==> src/rtl/gen_seq_tx.sv <==
`default_nettype none
// +----------------------------------------------------------------------------+
// | gen_seq_tx : serial MSB-first pattern transmitter with repeat and idle gap |
// | Rev 1.0                                                                    |
// +----------------------------------------------------------------------------+
module gen_seq_tx #(
  parameter int SEQ_W = 4,
  parameter int CNT_W = 8,
  parameter int GAP_W = 4
) (
  input  logic             clk,
  input  logic             reset,
  input  logic             start,
  input  logic             abort,
  input  logic [SEQ_W-1:0] seq,
  input  logic [CNT_W-1:0] rep,
  input  logic [GAP_W-1:0] gap,
  output logic             out,
  output logic             valid,
  output logic             sof,
  output logic             busy,
  output logic             done
);

  localparam int               IDX_W   = (SEQ_W > 1) ? $clog2(SEQ_W) : 1;
  localparam logic [IDX_W-1:0] IDX_MAX = IDX_W'(SEQ_W - 1);

  localparam logic [1:0] S_IDLE = 2'd0;
  localparam logic [1:0] S_SEND = 2'd1;
  localparam logic [1:0] S_GAP  = 2'd2;
  localparam logic [1:0] S_DONE = 2'd3;

  logic [1:0]       r_state, w_state_nxt;
  logic [IDX_W-1:0] r_idx,   w_idx_nxt;
  logic [CNT_W-1:0] r_rem,   w_rem_nxt;
  logic [GAP_W-1:0] r_gcnt,  w_gcnt_nxt;
  logic [SEQ_W-1:0] r_seq,   w_seq_nxt;
  logic [GAP_W-1:0] r_gap,   w_gap_nxt;

  logic w_out_nxt, w_valid_nxt, w_sof_nxt, w_busy_nxt, w_done_nxt;
  logic w_accept;

  // Outputs lag the state by one cycle, so the visible done cycle already
  // sees IDLE; the registered done flag keeps that cycle from accepting.
  assign w_accept = (r_state == S_IDLE) && start && !abort && !done;

  always_ff @(posedge clk or negedge reset) begin
    if (!reset) begin
      r_state <= S_IDLE;
      r_idx   <= '0;
      r_rem   <= '0;
      r_gcnt  <= '0;
      r_seq   <= '0;
      r_gap   <= '0;
      out     <= 1'b0;
      valid   <= 1'b0;
      sof     <= 1'b0;
      busy    <= 1'b0;
      done    <= 1'b0;
    end else begin
      r_state <= w_state_nxt;
      r_idx   <= w_idx_nxt;
      r_rem   <= w_rem_nxt;
      r_gcnt  <= w_gcnt_nxt;
      r_seq   <= w_seq_nxt;
      r_gap   <= w_gap_nxt;
      out     <= w_out_nxt;
      valid   <= w_valid_nxt;
      sof     <= w_sof_nxt;
      busy    <= w_busy_nxt;
      done    <= w_done_nxt;
    end
  end

  always_comb begin
    w_state_nxt = r_state;
    w_idx_nxt   = r_idx;
    w_rem_nxt   = r_rem;
    w_gcnt_nxt  = r_gcnt;
    w_seq_nxt   = r_seq;
    w_gap_nxt   = r_gap;
    if (abort) begin
      w_state_nxt = S_IDLE;
    end else begin
      case (r_state)
        S_IDLE: begin
          if (w_accept) begin
            w_seq_nxt = seq;
            w_gap_nxt = gap;
            w_rem_nxt = rep;
            if (rep != '0) begin
              w_state_nxt = S_SEND;
              w_idx_nxt   = IDX_MAX;
            end else begin
              w_state_nxt = S_DONE;
            end
          end
        end
        S_SEND: begin
          if (r_idx != '0) begin
            w_idx_nxt = r_idx - IDX_W'(1);
          end else begin
            if (r_rem != '0) w_rem_nxt = r_rem - CNT_W'(1);
            if (r_rem <= CNT_W'(1)) begin
              w_state_nxt = S_DONE;
            end else if (r_gap != '0) begin
              w_state_nxt = S_GAP;
              w_gcnt_nxt  = r_gap;
            end else begin
              w_idx_nxt = IDX_MAX;
            end
          end
        end
        S_GAP: begin
          if (r_gcnt != '0) w_gcnt_nxt = r_gcnt - GAP_W'(1);
          if (r_gcnt <= GAP_W'(1)) begin
            w_state_nxt = S_SEND;
            w_idx_nxt   = IDX_MAX;
          end
        end
        default: begin
          w_state_nxt = S_IDLE;
        end
      endcase
    end
  end

  // An abort clears every output on the same edge that returns to IDLE.
  always_comb begin
    w_out_nxt   = 1'b0;
    w_valid_nxt = 1'b0;
    w_sof_nxt   = 1'b0;
    w_busy_nxt  = 1'b0;
    w_done_nxt  = 1'b0;
    if (!abort) begin
      case (r_state)
        S_SEND: begin
          w_out_nxt   = r_seq[r_idx];
          w_valid_nxt = 1'b1;
          w_sof_nxt   = (r_idx == IDX_MAX);
          w_busy_nxt  = 1'b1;
        end
        S_GAP: begin
          w_busy_nxt = 1'b1;
        end
        S_DONE: begin
          w_busy_nxt = 1'b1;
          w_done_nxt = 1'b1;
        end
        default: begin
          w_busy_nxt = 1'b0;
        end
      endcase
    end
  end

endmodule
`default_nettype wire

==> config.mk <==
export PLATFORM = sky130hd
export DESIGN_NAME = gen_seq_tx
export DESIGN_NICKNAME = d
export VERILOG_FILES = /design/src/rtl/gen_seq_tx.sv
export SDC_FILE = /design/constraint.sdc
export NUM_CORES = 1
export LEC_CHECK = 0
export ABC_AREA = 1
export CAP_MARGIN = 20
export CORE_MARGIN = 5
export CORE_UTILIZATION = 49
export CTS_BUF_LIST = sky130_fd_sc_hd__clkbuf_16
export DETAILED_ROUTE_END_ITERATION = 12
export GPL_TIMING_DRIVEN = 0
export PLACE_DENSITY = 0.81
export SLEW_MARGIN = 0
export SYNTH_ARGS = -nofsm -noshare
export SYNTH_HDL_FRONTEND = slang
export SYNTH_SLANG_ARGS = --single-unit
==> constraint.sdc <==
create_clock -name clk -period 1.45 [get_ports clk]
set_input_delay 0.29 -clock clk [delete_from_list [all_inputs] [get_ports clk]]
set_output_delay 0.29 -clock clk [all_outputs]
set_load 0.03 [all_outputs]
Word-level counts from Yosys, hierarchy flattened
Index checks and enable logic that the tools add are counted.
{"block": "op_classes", "n_addsub": 3, "n_lt_le_gt_ge": 3, "n_eq_ne": 18, "mux": 36, "n_bitwise": 1, "reduce_logical": 20}
{"cell": "$mux W2", "count": 13}
{"cell": "$mux W8", "count": 3}
{"cell": "$mux W4", "count": 4}
{"cell": "$pmux W8 S2", "count": 1}
{"cell": "$reduce_bool A8 Y1", "count": 2}
{"cell": "$ne A3 B3 Y1 const B", "count": 5}
{"cell": "$ne A2 B2 Y1 const B", "count": 7}
{"cell": "$pmux W2 S3", "count": 2}
{"cell": "$mux W1", "count": 11}
{"cell": "$le A8 B1 Y1 const B", "count": 1}
{"cell": "$pmux W4 S2", "count": 1}
{"cell": "$reduce_bool A4 Y1", "count": 2}
{"cell": "$sub A8 B1 Y8 const B", "count": 1}
{"cell": "$reduce_and A7 Y1", "count": 1}
{"cell": "$eq A2 B2 Y1 const B", "count": 3}
{"cell": "$reduce_and A6 Y1", "count": 1}
{"cell": "$reduce_bool A2 Y1", "count": 3}
{"cell": "$reduce_and A5 Y1", "count": 1}
{"cell": "$le A4 B1 Y1 const B", "count": 1}
{"cell": "$ne A4 B4 Y1 const B", "count": 1}
{"cell": "$reduce_and A4 Y1", "count": 1}
{"cell": "$sub A4 B1 Y4 const B", "count": 1}
{"cell": "$logic_and A1 B1 Y1", "count": 3}
{"cell": "$lt A2 B3 Y1 const B", "count": 1}
{"cell": "other kinds (10)", "count": 11}
{"block": "word_totals", "reg_bits": 29, "input_bits": 20, "out_inout_bits": 5, "wordCells": 92}

Depth between registers and ports, before layout
Gate-level depths: netlist of the first run.
{"block": "logic_depth", "word_depth": 7, "depth_mapped": 10, "ltp_nobuf": 10}

Least setup slack after synthesis of the first run
Ideal clock, no wire load.
{"block": "synth_path", "path_kind": "register to register", "start": "reg r_idx[0]", "end": "reg r_rem[0]", "setup_ns": 0.074, "arrival_time_ns": 1.313, "t_required_ns": 1.376, "path_slack_ns": 0.063, "stages_incl_launch_ff": 10, "n_path_buf": 1, "period_less_slack_ns": 1.387, "path_cell_list": "dfrtp_1 inv_1 ha_1 inv_1 nand2_2 nand4_2 nor2_4 buf_12 nand2_2 o21ai_2"}
{"block": "synth_via", "elab_chain_cells": 3}
{"element": "from (decl)", "line": "34", "text": "logic [IDX_W-1:0] r_idx, w_idx_nxt;"}
{"element": "from (signal assigned)", "line": "62", "text": "r_idx <= w_idx_nxt;"}
{"element": "$reduce_bool A2 Y1", "line": "100", "text": "if (r_idx != '0) begin"}
{"element": "$ne A2 B2 Y1 (no source line)"}
{"element": "$reduce_and A5 Y1 (no source line)"}
{"element": "to (signal assigned)", "line": "63", "text": "r_rem <= w_rem_nxt;"}
{"element": "to (decl)", "line": "35", "text": "logic [CNT_W-1:0] r_rem, w_rem_nxt;"}
No other way between the ends.
A chain may end at the register's enable or synchronous reset.

Worst setup path after layout of the first run
{"block": "layout_path", "start": "reg r_rem[0]", "end": "reg r_rem[6]"}
{"block": "layout_via", "elab_chain_cells": 4}
{"element": "$sub A8 B1 Y8", "line": "103", "text": "if (r_rem != '0) w_rem_nxt = r_rem - CNT_W'(1);"}
{"element": "$mux W8", "line": "103"}
{"element": "$mux W8", "line": "100"}
{"element": "$pmux W8 S2", "line": "85", "text": "case (r_state)"}
Parallel ways exist; a longest one is shown, timed or not. The select of a mux whose other input is x is not followed.

==> results of run 1 <==
-- cell families after synthesis --
family          synth area share
xor+xnor                0.004792
compound gates            0.1075
fa+ha+maj                0.04791
mux                      0.03080
simple gates              0.3176
buf+inv                  0.09445
flops                     0.3970
-- power by group --
| part | total [mW] | switching, mW | internal (mW) |
|---|---|---|---|
| logic | 3.35 | 1.89 | 1.46 |
| clock network | 1.35 | 0.375 | 0.980 |
| registers | 1.50 | 0.327 | 1.17 |
-- cells in the mapped netlist, types with 2 or more instances --
| library cell | number |
|---|---|
| nand2_1 | 60 |
| nor2_1 | 33 |
| dfrtp_1 | 29 |
| inv_1 | 24 |
| nand3_1 | 16 |
| o21ai_0 | 15 |
| a21oi_1 | 7 |
| ha_1 | 7 |
| nand2_2 | 6 |
| o21ai_2 | 6 |
| mux2_1 | 4 |
| o21ai_1 | 4 |
| nand4_1 | 3 |
| buf_2 | 2 |
| buf_6 | 2 |
| inv_4 | 2 |
| nor2_4 | 2 |
-- flip-flops by register name, summed over array words and instances (netlist names) --
name / count
r_gcnt: 4
busy: 1
sof: 1
r_rem: 8
r_idx: 2
done: 1
r_seq: 4
out: 1
valid: 1
r_gap: 4
r_state: 2
-- routing by layer --
metal,vias up,wire (µm)
li1,862,-
met1,868,2055
met2,96,2595
met3,33,371
met4,0,293
met5,-,0
-- area by class of cell --
type / instances / share of cell area
clock buffers: 5 / 0.04669
well taps: 48 / 0.02241
plain buffers: 6 / 0.02708
flip-flops and latches: 29 / 0.2717
multi-input cells: 174 / 0.4062
inverters: 27 / 0.04155
clock inverters: 3 / 0.02428
repair buffers: 44 / 0.1601
-- stage by stage --
step | setup slack [ps] | cell area [µm²]
3_3_place_gp | -408.3 | 2118
4_1_cts | -12.67 | 2559
5_1_grt | -176.8 | 2680
3_5_place_dp | -209.2 | 2146
2_1_floorplan | 63.46 | 1828
6_report | -96.84 | 2680
-- repair_timing --
action,CTS,global route
buffers inserted,13,7
setup endpoints to repair,25,21
resized for setup,30,32
cloned,1,0
pin swaps,2,10
-- worst max-delay path by stage --
stage / start / end / depth (start not counted)
detailed placement: start / r_rem[0] / 8
global placement: reset / r_gcnt[3] / 1
CTS: r_state[0] / r_seq[3] / 4
floorplan: r_idx[0] / r_rem[0] / 9
global route: r_rem[0] / r_rem[6] / 11
finish: r_rem[0] / r_rem[6] / 11
-- layout by cell type (no fill, tap or decap), drive strengths merged, types with 4 or more instances in the layout --
cell	n
mux2	5
nor2	36
a21oi	7
dfrtp	29
nand3	18
buf	26
nand4	4
ha	7
dlygate4sd2	5
inv	27
o21ai	25
clkbuf	6
nand2	67
clkdlybuf4s50	18
==> run summary, run 1 <==
The run finished, with violations left. The final reports fail on negative setup slack. Hold repair after CTS inserted 0 buffers. The number of I/O port buffers came out at 23. The count of pins on the block boundary is 25, and the count of antenna-violating nets left after detailed routing is 0. Across the run, the number of max-cap violations was 0.

Summing all multi-input logic gate instances after layout gives 1089 µm². The run gives 0.04972 as the routing usage on met3. The first detailed-routing pass ran for 5 iterations.

The relative slew slack is 0.5962, and the via-per-instance ratio is 5.533. By instance count, the cell type seen most on the critical path is nand2_1. The total global routing track utilization came out at 0.2001.

For the worst setup path, the data required time is 1620 ps. The initial standard-cell utilization of the core is 0.5031. Yosys attributes the largest share of cell area to dfrtp_1 (40%), nand2_1 (12%), nor2_1 (6.8%).

Clock-pin slew was measured on the worst setup and hold paths at 50 ps. The startpoint identified for the worst register-to-register timing path is r_rem[0]. For the global-route track usage on met2, the log shows 0.3388. Startpoint of the most critical hold path: abort. Logic depth of the worst register-to-register path: 11. For this design the ratio of total power to cell area is 2313 nW/µm². Placement row count: 22.

The post-synthesis sequential area ratio was 0.3970. The logs give 0 for the final count of hold timing violations and 7721 µm for the global-route wire length before repair. The most congested layer reported by global routing was met2. Global-route met1 utilization: 0.2336. The sequential cells in the finished layout cover a total of 728.2 µm².

Path category of the worst min-delay check: input pin to register. The area fraction of the dominant cell type after synthesis was 0.3970. In the routed design, unresolved DRC markers number 0.

The final worst slack is -96.84 ps. The highest cell delay on the worst timing path was 400 ps; the highest fanout seen on the critical path was 3. Entering global routing, the biggest net connects 20 pins. Averaged over all synthesized cells, the footprint is 7.746 µm². After layout, the minimum clock period comes to 1547 ps.

The tools report the worst-case hold path end point as sof. The logs give 0 for the global-route congestion overflow total and 2 for the number of H-tree levels. For the final worst hold slack, the log shows 217.5 ps. Total CTS buffers: 5. The worst setup path is launched from a register.

The tools report the worst flop-to-flop path endpoint as r_rem[6]. The logs give 1.273 nW for the leakage power of the design and 236 for the post-synthesis instance total. The run gives 6.198 mW as the total chip power.

The classification of the worst setup path was register to register. The synthesis-to-layout area growth is 46.61%. The slowest stage of the critical path belongs to the cell dfrtp_1. The number of antenna violations at the first check in global routing came out at 0.

The wire-length estimate of the detail-placed layout is 2857 µm. The source-to-sink clock delay at the later pin of the worst-skew pair was 280 ps; the x dimension of the die was 71.08 µm. The filler cells instantiated in the layout total 250.

The maximum buffer depth of the clock tree is 2. TritonCTS built the clock tree. For the final cell count without fillers, the log shows 336. The Yosys step of the flow raised 0 warnings. The fraction of synthesis flops using an asynchronous set or reset pin is 1.000. Counting instances, the worst hold path has a depth of 2. The placeable core area came out at 3633 µm². For the pin with the worst max-slew slack, the measured transition is 603.8 ps. Final count of pins violating max slew: 0. The area of the die was 5052 µm²; the average detailed-routed wire length per instance was 15.82 µm. The layout cell share with drive strength beyond 1 came out at 0.3229.

In the synthesized netlist the dominant register cell turns out to be dfrtp_1. Worst supply voltage drop on vdd: 1362 µV. Clock tree synthesis selected as its root buffer the cell clkbuf_16. Summed over all failing endpoints, the final setup total negative slack is -664.2 ps. Setup repair after global routing could not meet its margin everywhere.

Based on the critical path, the design can be clocked at up to 646.5 MHz. Across all register-to-register paths, the minimum setup slack is -100 ps. The clock arrives with 2.764 ps of skew.

The critical path goes through inv_2 -> buf_6 -> ha_4 -> buf_4 -> nand2_1 -> nor2_1 -> nand2_1 -> nand2_1 -> nand2_1 -> nand2_1 -> nand2_1. Die height: 71.08 µm. The weighted congestion reported at the end of routability-driven placement is 0.8924, and the number of enable-type register cells in the synthesized netlist is 0.

The tools report the clock sink total as 29. For the final number of setup-violating endpoints, the log shows 14. The number of unique standard cell types used by synthesis is 31.

The post-route fraction of the period consumed by the critical path was 1.067. The routed design has 5314 µm of wire. For the number of placed instances with taps included, the log shows 308.

The worst setup path is captured at a register. The flip-flop and latch count after synthesis came out at 29. The via count of the first global-routing pass was 1685; the sum of buffers and inverters on the critical path was 3. The diode insertion count for antenna repair came out at 0. On the critical path the largest part of the delay comes from simple AND/OR/NAND/NOR gates. The summed instance area of the synthesized netlist was 1828 µm². The vias after detailed routing came out at 1859. The tools report the share of the core filled with cells in the final layout as 0.7376. After the first detailed-routing iteration, the DRC count stood at 267. For the signal arrival time at the worst endpoint, the log shows 1720 ps. The net count of the finished layout is 314.

Synthesis produced a netlist with a net count of 263. dfrtp_1 takes more of the synthesized area than any other cell.
Note: power is estimated with default switching activity, not from simulation.
==> inputs of run 2 (changes only) <==
- CORE_MARGIN: 5 -> unset
- PLACE_DENSITY: 0.81 -> 0.75
==> run 2 against run 1 <==
Worst setup slack better by 4.0 ps. The run still ends with negative setup slack left. Cell area fell by 0.33%. Clock skew rose by 1.3 ps.
==> run summary, run 2 (same netlist as run 1, synthesis figures left out) <==
The count of antenna-violating nets left after detailed routing was 0 (unchanged). The worst supply voltage drop on vdd is 1024 µV (-25%). The die height works out to 63.08 µm (-11%). The logs give 0.258 (+0.017) for the sequential group share of total power and 4.074 ps (+1.309 ps) for the final clock skew. The tools report the global-route congestion overflow total as 0 (unchanged). The count of TritonRoute iterations in the first routing pass was 4 (-1); the highest cell delay on the worst timing path was 400 ps (about the same).

The clock period minus worst slack is 1543 ps (-4.049 ps). Setup repair after global routing could not meet its margin everywhere. The run finished, with violations left.

The tools report the nature of the critical path startpoint as a register. The number of I/O port buffers works out to 23 (unchanged). Compared with the post-synthesis result, the final layout area differs by 46.13%.

The fraction of power consumed by combinational cells was 0.576 (+0.036); the number of nets in the layout was 320 (+1.9%). The post-route fraction of the period consumed by the critical path came out at 1.064 (-0.002792). Among the stages of the critical path, the cell type that occurs most often is buf_12. Actual slew at the worst max-slew pin: 681.6 ps (+77.86 ps). The detailed-placement wirelength estimate is 2870 µm (+0.47%). The tools report the final count of pins violating max slew as 0 (unchanged).

The initial standard-cell utilization of the core is 0.5311 (+0.02798), and the via count of the first global-routing pass is 1717 (+1.9%). The max-cap check violation count was 0 (unchanged); the power per standard cell area was 2175 nW/µm² (-6.0%). The run gives 21 (-4.5%) as the placement row count.

The clock sink total was 29 (unchanged). The source-to-sink clock delay at the later pin of the worst-skew pair came out at 280 ps (about the same). The largest net degree at the start of global routing was 19 (-5.0%). The final reports fail on negative setup slack. r_rem holds more flip-flops than any other register. The number of buffers inserted by hold repair at cts was 0 (unchanged). On the critical path, the stage with the largest delay is an instance of dfrtp_1. In this run the clock root is driven by a clkbuf_16.

The clock-pin slew reported for the worst setup and hold paths after clock tree synthesis was 50 ps (about the same); the leakage power of the design was 1.295 nW (+1.7%). The library cell used most frequently in the layout, excluding fill and tap cells, is nand2_1. The run gives -92.79 ps (+4.049 ps) as the final worst slack. The average detailed-routed wire length per instance is 15.13 µm (-4.3%).

The share of total power consumed by net switching was 0.4364 (+0.01807). The maximum buffer depth of the clock tree came out at 2 (unchanged). The nature of the critical path endpoint is a register. The critical path goes through inv_2 -> ha_4 -> nand2_4 -> nor3_4 -> nor2_4 -> buf_12 -> buf_12 -> nand2_2 -> nand2_1. The tools report the number of H-tree levels as 2 (unchanged). For the number of antenna violations at the first check in global routing, the log shows 0 (unchanged).

For the final count of hold timing violations, the log shows 0 (unchanged). The via-per-instance ratio was 5.453 (-1.4%); the remaining design rule violation count was 0 (unchanged). The total CTS buffers came out at 5 (unchanged). The number of placed instances with taps included is 306 (-0.65%), and the total global routing track utilization is 0.2539 (+0.05377). In the layout the commonest cells are nand2_1 (52), dfrtp_1 (28), nor2_1 (24), buf_4 (21), inv_1 (19). The logs give 2.535 mW (-2.2%) for the net switching power of the design and 3.274 mW (-9.2%) for the total internal power. The relative slew slack is 0.5442 (-0.05207), and the register-to-register path setup slack is -90 ps (about the same). The tools report the data required time at the worst endpoint as 1610 ps (about the same).

Path category of the worst min-delay check: input pin to register. The signal arrival time at the worst endpoint was 1710 ps (about the same). For the peak clock frequency supported by timing, the log shows 648.2 MHz (+0.26%). The tools report the number of DRC markers after the initial detailed-route iteration as 188 (-30%). The x dimension of the die was 63.08 µm (-11%).

The tools report the diode insertion count for antenna repair as 0 (unchanged). The final number of setup-violating endpoints was 14 (unchanged). For the area of the die, the log shows 3979 µm² (-21%).

The run gives 1854 (-0.27%) as the vias after detailed routing. The worst setup path is of the register to register kind. The placeable core area was 3442 µm² (-5.3%); the global-route wire length before repair was 7728 µm (about the same).

The count of pins on the block boundary was 25 (unchanged). The tools report the total of fill cells in the finished design as 221 (-12%). The flip-flop count of the largest register after layout works out to 8 (unchanged). The highest fanout seen on the critical path came out at 5 (+2). The tools report the final cell count without fillers as 340 (+1.2%).

The tools report the total chip power as 5.809 mW (-6.3%). Detailed-route wire length: 5144 µm (-3.2%). TritonCTS built the clock tree. The layout cell share with drive strength beyond 1 was 0.3401 (+0.01722).

The relative contribution of the clock network to total power was 0.166 (-0.053); the weighted congestion reported at the end of routability-driven placement was 0.8389 (-6.0%).
-- run 2: power by group through the flow --
| stage | Clock (mW) | Combinational, mW | Sequential (mW) |
|---|---|---|---|
| final | 0.965 | 3.35 | 1.50 |
| after global routing | 1.03 | 3.66 | 1.53 |
| after CTS | 0.979 | 2.82 | 1.45 |
| after detailed placement | 0 | 2.22 | 1.47 |
| after global placement | 0 | 2.15 | 1.46 |
| after floorplan | 0 | 1.70 | 1.44 |
-- run 2: repair_timing --
action,in CTS,in global routing
endpoints found under the setup margin,25,23
setup buffers,17,10
gates cloned,1,0
pin swaps,5,17
gates resized for setup,27,36
-- run 2: path summary, 6_finish.rpt --
kind | depth (start not counted) | start | end
min in group asynchronous | 1 | reset | sof
min | 2 | abort | busy
max | 9 | r_rem[1] | r_rem[6]
max in group asynchronous | 2 | reset | valid
max reg2reg | 9 | r_rem[1] | r_rem[6]
min reg2reg | 1 | r_seq[3] | r_seq[3]
-- run 2: area by class of cell --
cell class                 instances  area (µm²)  share of cell area
buffer                             6       75.07             0.02810
clock inverter                     3       13.76            0.005152
sequential                        29       726.9              0.2721
multi-input combinational        174        1092              0.4089
clock buffer                       5       125.1             0.04684
inverter                          27       106.4             0.03981
timing repair buffer              50       474.2              0.1775
tap                               46       57.56             0.02155
-- run 2: routing by layer --
metal  global-route usage  vias to the layer above  wire [µm]
met1               0.3244                      865       2179
met2               0.4032                       87       2410
met4               0.1308                        0        211
li1                     -                      873          -
met5                    0                        -          0
met3              0.05254                       29        343
-- run 2: through the flow --
stage	instance area, µm²	worst slack (ps)	util	hold WS [ps]	TNS, ps
after CTS	2517	3.500	0.7314	225.7	0
after detailed placement	2143	-210.0	0.6227	478.2	-3064
after global placement	2116	-425.0	0.6147	475.5	-15070
after floorplan	1828	63.46	-	-5.591	0
after global routing	2671	-178.6	0.7761	231.0	-2458
final	2671	-92.79	0.7761	225.6	-687.5
-- run 2: worst max-delay path: cells and delay by family, from the launching register on --
family	cells	cell delay [ps]
adder cells (fa/ha/maj)	1	160
buffers and inverters	3	400
flip-flops	1	400
AND/OR/NAND/NOR	5	460
==> inputs of run 3 (changes only) <==
- ABC_CLOCK_PERIOD_IN_PS: unset -> 1450
- CORE_MARGIN: unset -> 2
- PLACE_DENSITY: 0.75 -> unset
- PLACE_DENSITY_LB_ADDON: unset -> 0.1
==> run 3 against run 2 <==
The flow still finishes with violations (negative setup slack). Utilization is 4.5 points lower. Count of clock-buffer cells in the layout stayed put. Hold slack worse by 7.3 ps. Routed wire length is 10% lower. Total power is 2.0% lower. Critical path depth is 1 lower. Clock skew is 1.9 ps lower. Combinational power is 4% lower. Largest power group unchanged. Highest routed layer unchanged.
==> run summary, run 3 (same netlist as run 1, synthesis figures left out) <==
The highest fanout seen on the critical path was 5 (unchanged). The die height is 65.08 µm (+3.2%). The number of nets in the layout was 315 (-1.6%). The detailed-placement wirelength estimate came out at 2855 µm (-0.52%). Instance count along the most critical hold path: 2 (unchanged). The via count of the first global-routing pass is 1581 (-7.9%), and the final count of hold timing violations is 0 (unchanged). The worst supply voltage drop on vdd was 1133 µV (+11%).

The endpoint identified for the worst register-to-register timing path is r_rem[7]. For the instance area after placement, the log shows 2146 µm² (+0.12%). The run gives -814.6 ps (-127.1 ps) as the sum of negative setup slack. Compared with the post-synthesis result, the final layout area differs by 45.38%.

TritonCTS built the clock tree. The post-route fraction of the period consumed by the critical path is 1.089 (+0.02488). The initial standard-cell utilization of the core came out at 0.5031 (-0.02798). The tools report the count of pins on the block boundary as 25 (unchanged). The via-per-instance ratio is 5.187 (-4.9%). Setup repair after global routing could not meet its margin everywhere.

The post-route cell area came out at 2658 µm² (-0.52%). The min-delay analysis places its worst path in the category input pin to register. Maximum buffer depth of the clock tree: 2 (unchanged).

The detailed-route wire length came out at 4622 µm (-10%). More flip-flops sit in one register than any other, and that register is r_rem. The logic depth of the worst register-to-register path is 8 (-1), and the final clock skew is 2.187 ps (-1.886 ps).

The data required time at the worst endpoint was 1610 ps (about the same). The final worst slack is -128.9 ps (-36.08 ps), and the area of the die is 4235 µm² (+6.4%). In the layout the commonest cells are nand2_1 (52), dfrtp_1 (28), nor2_1 (26), inv_1 (18), clkdlybuf4s50_1 (18). The placeable core area was 3633 µm² (+5.6%). The checks that failed: negative setup slack. The worst setup path is captured at a register. The global-route congestion overflow total came out at 0 (unchanged). The relative slew slack was 0.5522 (+0.008086); the remaining design rule violation count was 0 (unchanged).

Total global routing track utilization: 0.2211 (-0.03281). The layout cell share with drive strength beyond 1 works out to 0.3253 (-0.01488). The worst hold path begins at abort.

The logs give 633.4 MHz (-2.3%) for the peak clock frequency supported by timing and 22 (+4.8%) for the placement row count. The number of H-tree levels was 2 (unchanged); the global-route wire length before repair was 7065 µm (-8.6%). Count of TritonRoute iterations in the first routing pass: 6 (+2).

The actual slew at the worst max-slew pin is 669.5 ps (-12.09 ps), and the largest net degree at the start of global routing is 18 (-1). For the vias after detailed routing, the log shows 1748 (-5.7%). The most common cell after layout, fill and taps aside was nand2_1. The run gives 95 (-49%) as the number of DRC markers after the initial detailed-route iteration. The leakage power of the design was 1.273 nW (-1.7%); the x dimension of the die was 65.08 µm (+3.2%). The max-cap check violation count was 0 (unchanged).

The startpoint identified for the worst register-to-register timing path is r_rem[5]. The tools report the final number of setup-violating endpoints as 10 (-4). For hold timing, the worst endpoint is done. The critical path is of the register to register type. The power per standard cell area was 2142 nW/µm² (-1.5%). STA classifies the critical path startpoint as a register.

The number of buffers inserted by hold repair at cts is 0 (unchanged). The diode insertion count for antenna repair is 0 (unchanged). The total CTS buffers was 5 (unchanged). The flip-flop count of the largest register after layout is 8 (unchanged), and the number of antenna violations at the first check in global routing is 0 (unchanged).

The tree is rooted in a clkbuf_16. The tools report the final count of pins violating max slew as 0 (unchanged). The signal arrival time at the worst endpoint is 1740 ps (+30 ps), and the clock period minus worst slack is 1579 ps (+36.08 ps). The number of I/O port buffers was 23 (unchanged); the average detailed-routed wire length per instance was 13.72 µm (-9.3%). The register-to-register path setup slack is -130 ps (-40 ps), and the count of antenna-violating nets left after detailed routing is 0 (unchanged). Weighted congestion reported at the end of routability-driven placement: 0.8284 (-1.3%). The logs give 29 (unchanged) for the clock sink total and 280 ps (about the same) for the source-to-sink clock delay at the later pin of the worst-skew pair. Clock-pin slew reported for the worst setup and hold paths after clock tree synthesis: 50 ps (about the same).

The run finished, with violations left.
-- run 3: final cells by class --
cell class              instances  area [µm²]
clock inverters                 3       17.52
clock buffers                   5       125.1
flip-flops and latches         29       726.9
fillers                       292       975.9
multi-input cells             174        1101
inverters                      27       111.4
repair buffers                 45       440.4
plain buffers                   6       75.07
well taps                      48       60.06
-- run 3: stage by stage --
stage               std cells  hold slack (ps)  worst slack [ps]    util  power [mW]
global placement          307            470.1            -468.8  0.5830       3.619
floorplan                 236           -5.591             63.46       -       3.144
CTS                       329            216.6            -15.37  0.6770       5.114
global route              337            222.5            -138.9  0.7314       6.102
finish                    337            218.3            -128.9  0.7314       5.693
detailed placement        308            477.3            -205.9  0.5906       3.686
-- run 3: worst max path at each step --
stage	from	end	slack (ps)	depth (start not counted)
final	r_rem[5]	r_rem[7]	-130	8
after global routing	r_rem[0]	r_idx[1]	-140	10
after CTS	r_rem[1]	r_rem[5]	-20	9
after detailed placement	start	r_rem[3]	-210	8
after global placement	reset	r_seq[1]	-470	1
after floorplan	r_idx[0]	r_rem[0]	60	9
-- run 3: routing by layer --
| metal | share of wire | track usage | up-vias | routed length (µm) |
|---|---|---|---|---|
| met1 | 0.43 | 0.2859 | 821 | 2010 |
| met2 | 0.48 | 0.3544 | 56 | 2225 |
| met5 | 0 | 0 | - | 0 |
| met4 | 0.029 | 0.08333 | 0 | 136 |
| met3 | 0.054 | 0.05903 | 13 | 251 |
| li1 | - | - | 858 | - |
-- run 3: worst max-delay path, stage by stage (launching register included) --
cell,delay (ps)
dfrtp_1,410
nor2_1,220
nand2_1,170
nor3_4,210
nor2_4,80
buf_12,140
buf_12,130
nand3_4,60
nand2_2,40
-- run 3: repair_timing --
action,4_1_cts,5_1_grt
resized for setup,21,44
gates cloned,1,0
pin swaps,4,19
setup buffers,12,10
setup endpoints to repair,25,20
-- run 3: where the power goes --
group / total, mW / internal (mW) / switching [mW]
Clock: 0.997 / 0.627 / 0.370
Combinational: 3.22 / 1.43 / 1.79
Sequential: 1.48 / 1.17 / 0.307
